--- src/rtl/regfile_scoreboard.sv ---
// Parametrised register file with per-register busy scoreboard, registered busy count and debug tap.
// Optional same-cycle write-to-read bypass is enabled by defining REGFILE_BYPASS_EN.
module regfile_scoreboard #(
    parameter  int WIDTH     = 32,
    parameter  int DEPTH     = 32,
    parameter  int DEBUG_REG = 1,
    localparam int ADDR_W    = $clog2(DEPTH)
) (
    input  logic              clock,
    input  logic              ctrl_reset,
    input  logic              ctrl_writeEnable,
    input  logic [ADDR_W-1:0] ctrl_writeReg,
    input  logic [WIDTH-1:0]  data_writeReg,
    input  logic [ADDR_W-1:0] ctrl_readRegA,
    input  logic [ADDR_W-1:0] ctrl_readRegB,
    output logic [WIDTH-1:0]  data_readRegA,
    output logic [WIDTH-1:0]  data_readRegB,
    input  logic              ctrl_markBusy,
    input  logic [ADDR_W-1:0] ctrl_busyReg,
    output logic              busy_readRegA,
    output logic              busy_readRegB,
    output logic [ADDR_W:0]   busy_count,
    output logic [WIDTH-1:0]  debug_reg
);

    // Register 0 has no storage; both arrays start at index 1.
    logic [WIDTH-1:0] regs_q [1:DEPTH-1];
    logic [WIDTH-1:0] regs_d [1:DEPTH-1];
    logic [DEPTH-1:1] busy_q;
    logic [DEPTH-1:1] busy_d;
    logic [ADDR_W:0]  count_q;
    logic [ADDR_W:0]  count_d;

    logic             wr_hit;
    logic             mk_hit;
    logic [DEPTH-1:0] busy_full;
    logic [WIDTH-1:0] stored_a;
    logic [WIDTH-1:0] stored_b;
    logic             stored_busy_a;
    logic             stored_busy_b;

    function automatic logic [ADDR_W:0] popcount(input logic [DEPTH-1:1] v);
        logic [ADDR_W:0] cnt;
        cnt = '0;
        for (int i = 1; i < DEPTH; i++) begin
            cnt = cnt + {{ADDR_W{1'b0}}, v[i]};
        end
        return cnt;
    endfunction

    assign wr_hit = ctrl_writeEnable && (ctrl_writeReg != '0);
    assign mk_hit = ctrl_markBusy && (ctrl_busyReg != '0);

    always_comb begin
        regs_d = regs_q;
        busy_d = busy_q;
        if (wr_hit) begin
            regs_d[ctrl_writeReg] = data_writeReg;
            busy_d[ctrl_writeReg] = 1'b0;
        end
        // Applied after the write so a re-issuing producer keeps the register busy.
        if (mk_hit) begin
            busy_d[ctrl_busyReg] = 1'b1;
        end
        count_d = popcount(busy_d);
    end

    always_ff @(posedge clock) begin
        if (ctrl_reset) begin
            for (int i = 1; i < DEPTH; i++) begin
                regs_q[i] <= '0;
            end
            busy_q  <= '0;
            count_q <= '0;
        end else begin
            regs_q  <= regs_d;
            busy_q  <= busy_d;
            count_q <= count_d;
        end
    end

    assign busy_full     = {busy_q, 1'b0};
    assign stored_a      = (ctrl_readRegA == '0) ? '0 : regs_q[ctrl_readRegA];
    assign stored_b      = (ctrl_readRegB == '0) ? '0 : regs_q[ctrl_readRegB];
    assign stored_busy_a = busy_full[ctrl_readRegA];
    assign stored_busy_b = busy_full[ctrl_readRegB];
    assign busy_count    = count_q;

`ifdef REGFILE_BYPASS_EN
    logic byp_a;
    logic byp_b;
    logic mark_same;

    assign byp_a     = wr_hit && !ctrl_reset && (ctrl_readRegA == ctrl_writeReg);
    assign byp_b     = wr_hit && !ctrl_reset && (ctrl_readRegB == ctrl_writeReg);
    assign mark_same = mk_hit && (ctrl_busyReg == ctrl_writeReg);

    assign data_readRegA = byp_a ? data_writeReg : stored_a;
    assign data_readRegB = byp_b ? data_writeReg : stored_b;
    assign busy_readRegA = byp_a ? mark_same : stored_busy_a;
    assign busy_readRegB = byp_b ? mark_same : stored_busy_b;
`else
    assign data_readRegA = stored_a;
    assign data_readRegB = stored_b;
    assign busy_readRegA = stored_busy_a;
    assign busy_readRegB = stored_busy_b;
`endif

    // Debug tap always shows stored state, never the bypass path.
    generate
        if (DEBUG_REG == 0) begin : g_dbg_zero
            assign debug_reg = '0;
        end else begin : g_dbg_reg
            assign debug_reg = regs_q[DEBUG_REG];
        end
    endgenerate

endmodule

--- config.mk ---
export PLATFORM = sky130hd
export DESIGN_NAME = regfile_scoreboard
export DESIGN_NICKNAME = d
export VERILOG_FILES = /design/src/rtl/regfile_scoreboard.sv
export SDC_FILE = /design/constraint.sdc
export NUM_CORES = 2
export LEC_CHECK = 0
export BUFFER_PORTS_ARGS = -buffer_cell sky130_fd_sc_hd__buf_4
export CORE_MARGIN = 5
export CORE_UTILIZATION = 45
export DETAILED_ROUTE_END_ITERATION = 8
export GPL_ROUTABILITY_DRIVEN = 0
export GPL_TIMING_DRIVEN = 0
export HOLD_SLACK_MARGIN = 0.12
export PLACE_DENSITY = 0.7
export RECOVER_POWER = 25
export SETUP_SLACK_MARGIN = 0.5
export SLEW_MARGIN = 20
export SYNTH_ARGS = -nofsm -noshare
export SYNTH_HDL_FRONTEND = slang
export SYNTH_SLANG_ARGS = --single-unit
--- constraint.sdc ---
create_clock -name clock -period 9.55 [get_ports clock]
set_input_delay 0.955 -clock clock [delete_from_list [all_inputs] [get_ports clock]]
set_output_delay 0.955 -clock clock [all_outputs]
set_load 0.05 [all_outputs]
== After elaboration in Yosys (flattened, before gate mapping) ==
Cells that the tools add are included.
Storage, ports and cells
  bits in registers: 1029
  bits of input ports: 56
  logic and storage cells: 109
Cells by class
  $add $sub $neg: 30
  order comparisons: 10
  muxes and demuxes: 21
  bitwise gates (word level): 6
  reduce and logical (&&, ||, !) cells: 9
Operators by type and width (number)
  $bwmux W992: 1
  $bmux W32 S5: 2
  $mux W32: 7
  $demux W32 S5: 1
  $add A6 B1 Y6: 25
  $mux W31: 2
  $and A31 B31 Y31: 1
  $not A31 Y31: 1
  $or A31 B31 Y31: 1
  $lt A5 B6 Y1 const B: 4
  $ge A6 B6 Y1 const B: 3
  $not A5 Y6: 3
  $bmux W1 S5: 2
  $demux W1 S5: 2
  $ge A5 B1 Y1 const B: 2
  $logic_not A5 Y1: 2
  $reduce_bool A5 Y1: 2
  $add A5 B1 Y6: 1
  $lt A6 B1 Y1 const B: 1
  $add A4 B1 Y5: 1
  $logic_and A1 B1 Y1: 5
  $add A3 B1 Y4: 1
  $mux W1: 4
  $add A2 B1 Y3: 1
  $add A1 B1 Y2: 1

== Logic depth before layout (Yosys ltp) ==
  word-level depth: 39
  depth in mapped cells: 22

== Least setup slack after synthesis ==
Ideal clock, no wire load.
  path kind: input port to flip-flop
  start: input ctrl_writeEnable
  end: register count_q[4] (netlist: busy_count[4])
  library setup time: 132 ps
  arrival time: 6088 ps
  setup slack: 3330 ps
  cell stages on the path: 21
  buffers on the path: 1
  cell sequence: clkbuf_1 > and4bb_2 > nand2_1 > a22o_1 > fa_1 > inv_1 > fa_1 > fa_1 > inv_1 > fa_1 > inv_1 > fa_1 > fa_1 > inv_1 > fa_1 > inv_1 > fa_1 > nor2b_1 > o21ai_0 > nor3b_1 > nor3_1
On the way
  elaborated cells on any way between the ends: 34
RTL lines
  start, declared: RTL line 11  | input logic ctrl_writeEnable,
  $logic_and A1 B1 Y1 *: RTL line 51  | assign wr_hit = ctrl_writeEnable && (ctrl_writeReg != '0);
  $mux W31 *: RTL line 57  | if (wr_hit) begin
  $or A31 B31 Y31 (no line)
  $mux W31 *: RTL line 62  | if (mk_hit) begin
  via busy_d, one bit: RTL line 30  | logic [DEPTH-1:1] busy_d;
  $add A6 B1 Y6 * (14 in series): RTL line 46  | cnt = cnt + {{ADDR_W{1'b0}}, v[i]};
  end signal, assigned: RTL line 78  | count_q <= count_d;
  end, declared: RTL line 31  | logic [ADDR_W:0] count_q;
Mark *: on every way through the listed nets, which the timed path passes. The rest lies on a longest branch.
A chain may end at the register's enable or synchronous reset.

== Worst setup path in the final report ==
  start: input ctrl_writeReg[0]
  end: register count_q[4] (netlist: busy_count[4])
On the way
  longest elaborated chain between the ends: 39
  elaborated cells on any way between the ends: 42
RTL lines
  start, declared: RTL line 12  | input logic [ADDR_W-1:0] ctrl_writeReg,
  $lt A5 B6 Y1 (not written as such) / $ge A5 B1 Y1 (equally long branches): RTL line 59  | busy_d[ctrl_writeReg] = 1'b0;
  $logic_and A1 B1 Y1 (not written as such): RTL line 59
  $mux W1 (not written as such): RTL line 59
  $demux W1 S5: RTL line 59
  $not A31 Y31 (no line)
  $and A31 B31 Y31 (no line)
  $mux W31 *: RTL line 57
  $or A31 B31 Y31 (no line)
  $mux W31 *: RTL line 62
  via busy_d, one bit: RTL line 30
  $add A1 B1 Y2 *: RTL line 46
  $add A2 B1 Y3 *: RTL line 46
  $add A3 B1 Y4 *: RTL line 46
  $add A4 B1 Y5 *: RTL line 46
  $add A5 B1 Y6 *: RTL line 46
  $add A6 B1 Y6 * (25 in series): RTL line 46
Marks and branches as above.

==> flow_metrics.tcl <==
set metrics [dict create \
    syn_area_um2 52700 \
    grt_use_total 0.356 \
    layout_commonest_cell "nand2_1" \
    cts_buffers 105 \
    yosysWarnings 0 \
    syn_avg_cell_area_um2 8.68 \
    maxSlewHeadroom 0.168 \
    synth_flop_cell "dfxtp_1" \
    clkTransAtPathRegs_ns 0.06 \
    rsz0062_at_grt "no" \
    htreeDepth 3 \
    drt-initial-drc-count 8900 \
    start_util 0.454 \
    remaining_drc_errors 11 \
    fmax_ghz 0.129 \
    overflow 0 \
    finalNonFillerCells 7951 \
    max-clock-path-buffers 3 \
    p_leak_nw 20.3 \
    grt_pass1_wl_mm 329 \
    clk_latency_ns 0.72 \
    io_pins 160 \
    end_kind "register" \
    grtUsageMet1 0.421 \
    pre_cts_ws_ns 1.81 \
    tns_ns 0 \
    layout_common_cells "nand2_1, dfxtp_1, a21oi_1" \
    fin_crit_sh 0.813 \
    path_max_fanout 10 \
    gr-max-usage-layer "met2" \
    die_area_um2 124000 \
    cts_sinks 1029 \
    core_area_um2 116000 \
    largest_reg_flops 960 \
    drv_slew 0 \
    violations "design-rule violations" \
    worstPathRequired_ns 10.12 \
    post_cts_buffers 0 \
    p_per_area_nw_per_um2 167 \
    die-width_um 352 \
    drive_above_1_share 0.153 \
    nNetsFinal 6417 \
    wire_per_inst_um 29.3 \
    ctsRootBufferMaster "clkbuf_16" \
    cts_tree "yes" \
    ys_ff_latch 1029 \
    whs_ns 0.466 \
    setup.worst_path.start_class "input port" \
    dp_cells 7748 \
    final_util 0.511 \
    synth_edf_count 0 \
    grt_max_degree 15 \
    die_h_um 352 \
    ctsResizeCount 0 \
    port_buffers 150 \
    antenna_found_initial 16 \
    gr-usage-met2 0.509 \
    peakVddDrop_uv 153 \
    finalClockSkew_ns 0.0312 \
    ant_nets 0 \
    hold_buffers 0 \
    grt_pass1_vias 48615 \
    status "complete, but fails checks" \
    worst_slack_ns 1.79 \
    arrival_ns 8.33 \
    hold_path.class "reg -> reg" \
    row_count 125 \
    postSynthCellCount 6074 \
    setup_viol_count_final 0 \
    yosysSeqAreaShare 0.391 \
    vias 51791 \
    routed_wl_mm 233 \
    max-cap-violations 0 \
    min_period_ns 7.76 \
    via_per_inst 6.51 \
    synth.distinct_cells 59 \
    areaGrowthSynthToFinish_pct 12.7 \
    async_flop_share 0 \
    first_pass_iters 9 \
    worstSetupPathType "in -> reg" \
    gr-usage-met3 0.144 \
    hold_viol_final 0 \
    synth_nets 6160 \
    worst_pin_slew_ns 1.25 \
    dp_hpwl_mm 181 \
]
[kinds of logic (layout without fill, tap and decap cells)]
group	count (synthesis)	count (layout)	share of synthesized area
xor gates and xnor gates	1	1	0.000166
other	0	9	0
DFF	1029	1029	0.391
buffers and inverters	685	1029	0.0584
AOI/OAI and AO/OA	1382	1382	0.153
adders and majority gates	30	30	0.0104
and+or+nand+nor	2355	2355	0.178
muxes	592	592	0.210
[Yosys cell counts, types with 3 or more instances]
cell type,number,area (um^2)
a22o_1,45,394
nor3_1,43,215
mux2i_1,123,1230
clkbuf_1,419,1570
inv_1,25,93.8
nor2_1,96,360
and2_1,14,87.6
buf_2,127,636
buf_12,3,60.1
fa_1,23,460
and3_1,8,50.1
buf_6,9,101
or3_1,29,181
nand2_1,2051,7700
a31oi_1,29,181
dfxtp_1,1029,20600
nor3b_1,6,45.0
and3b_1,9,78.8
and4bb_2,3,37.5
buf_4,59,443
a21o_1,33,248
a21oi_1,996,4980
and2_0,4,25.0
nand4_1,3,18.8
mux2_2,65,732
nand3_1,30,150
nor2b_1,36,225
a221oi_1,63,552
and4b_1,4,40.0
mux4_2,403,9080
o22a_1,32,280
a32o_1,5,50.1
a22oi_1,165,1240
buf_1,41,154
nand2b_1,6,37.5
nand4b_1,3,26.3
ha_1,7,87.6
[metal layers]
layer	vias up	share of wire
met2	4531	0.41
li1	21699	-
met4	12	0.10
met5	-	0.00097
met1	24441	0.33
met3	1108	0.16
[worst paths after layout]
| kind | startpoint | endpoint | slack [ns] | cells past startpoint |
|---|---|---|---|---|
| setup / recovery | ctrl_writeReg[0] | busy_count[4]$_SDFF_PP0_ | 1.79 | 21 |
| hold / removal | regs_q[565]$_SDFFE_PP0P_ | regs_q[565]$_SDFFE_PP0P_ | 0.47 | 2 |
| setup reg to reg | busy_q[18]$_SDFF_PP0_ | busy_count[4]$_SDFF_PP0_ | 4.11 | 18 |
| hold reg to reg | regs_q[565]$_SDFFE_PP0P_ | regs_q[565]$_SDFFE_PP0P_ | 0.47 | 2 |
[final cells by class]
cell class	count	area [um^2]
tap	1524	1910
inverter	26	97.6
fill	10825	56800
multi-input combinational	4360	29000
timing repair buffer	150	1040
clock buffer	147	3150
buffer	659	2980
antenna	9	22.5
clock inverter	47	558
sequential	1029	20600
[metrics by stage]
stage / area [um^2] / power [mW]
final: 59400 / 9.90
after global routing: 59400 / 10.0
after CTS: 59500 / 9.79
after detailed placement: 55700 / 5.45
after global placement: 55700 / 5.44
after floorplan: 52700 / 5.04
[worst max-delay path, stage by stage]
cell	delay [ns]
clkbuf_1	0.16
clkbuf_1	0.63
nor2b_1	0.31
clkbuf_1	0.55
nand2_1	0.74
a22o_1	0.44
fa_1	0.61
fa_1	0.45
fa_1	0.46
fa_1	0.49
inv_1	0.05
fa_1	0.45
fa_1	0.51
inv_1	0.05
fa_1	0.43
inv_1	0.11
fa_1	0.21
nor2b_1	0.07
o21ai_0	0.20
a21boi_0	0.12
nor3_1	0.34
[power breakdown]
part	total (mW)	switching [mW]	internal (mW)
logic	1.07	0.787	0.281
registers	4.36	0.0307	4.33
clock network	4.48	1.91	2.57
total	9.90	2.72	7.18
Note: power is estimated with default switching activity, not from simulation.
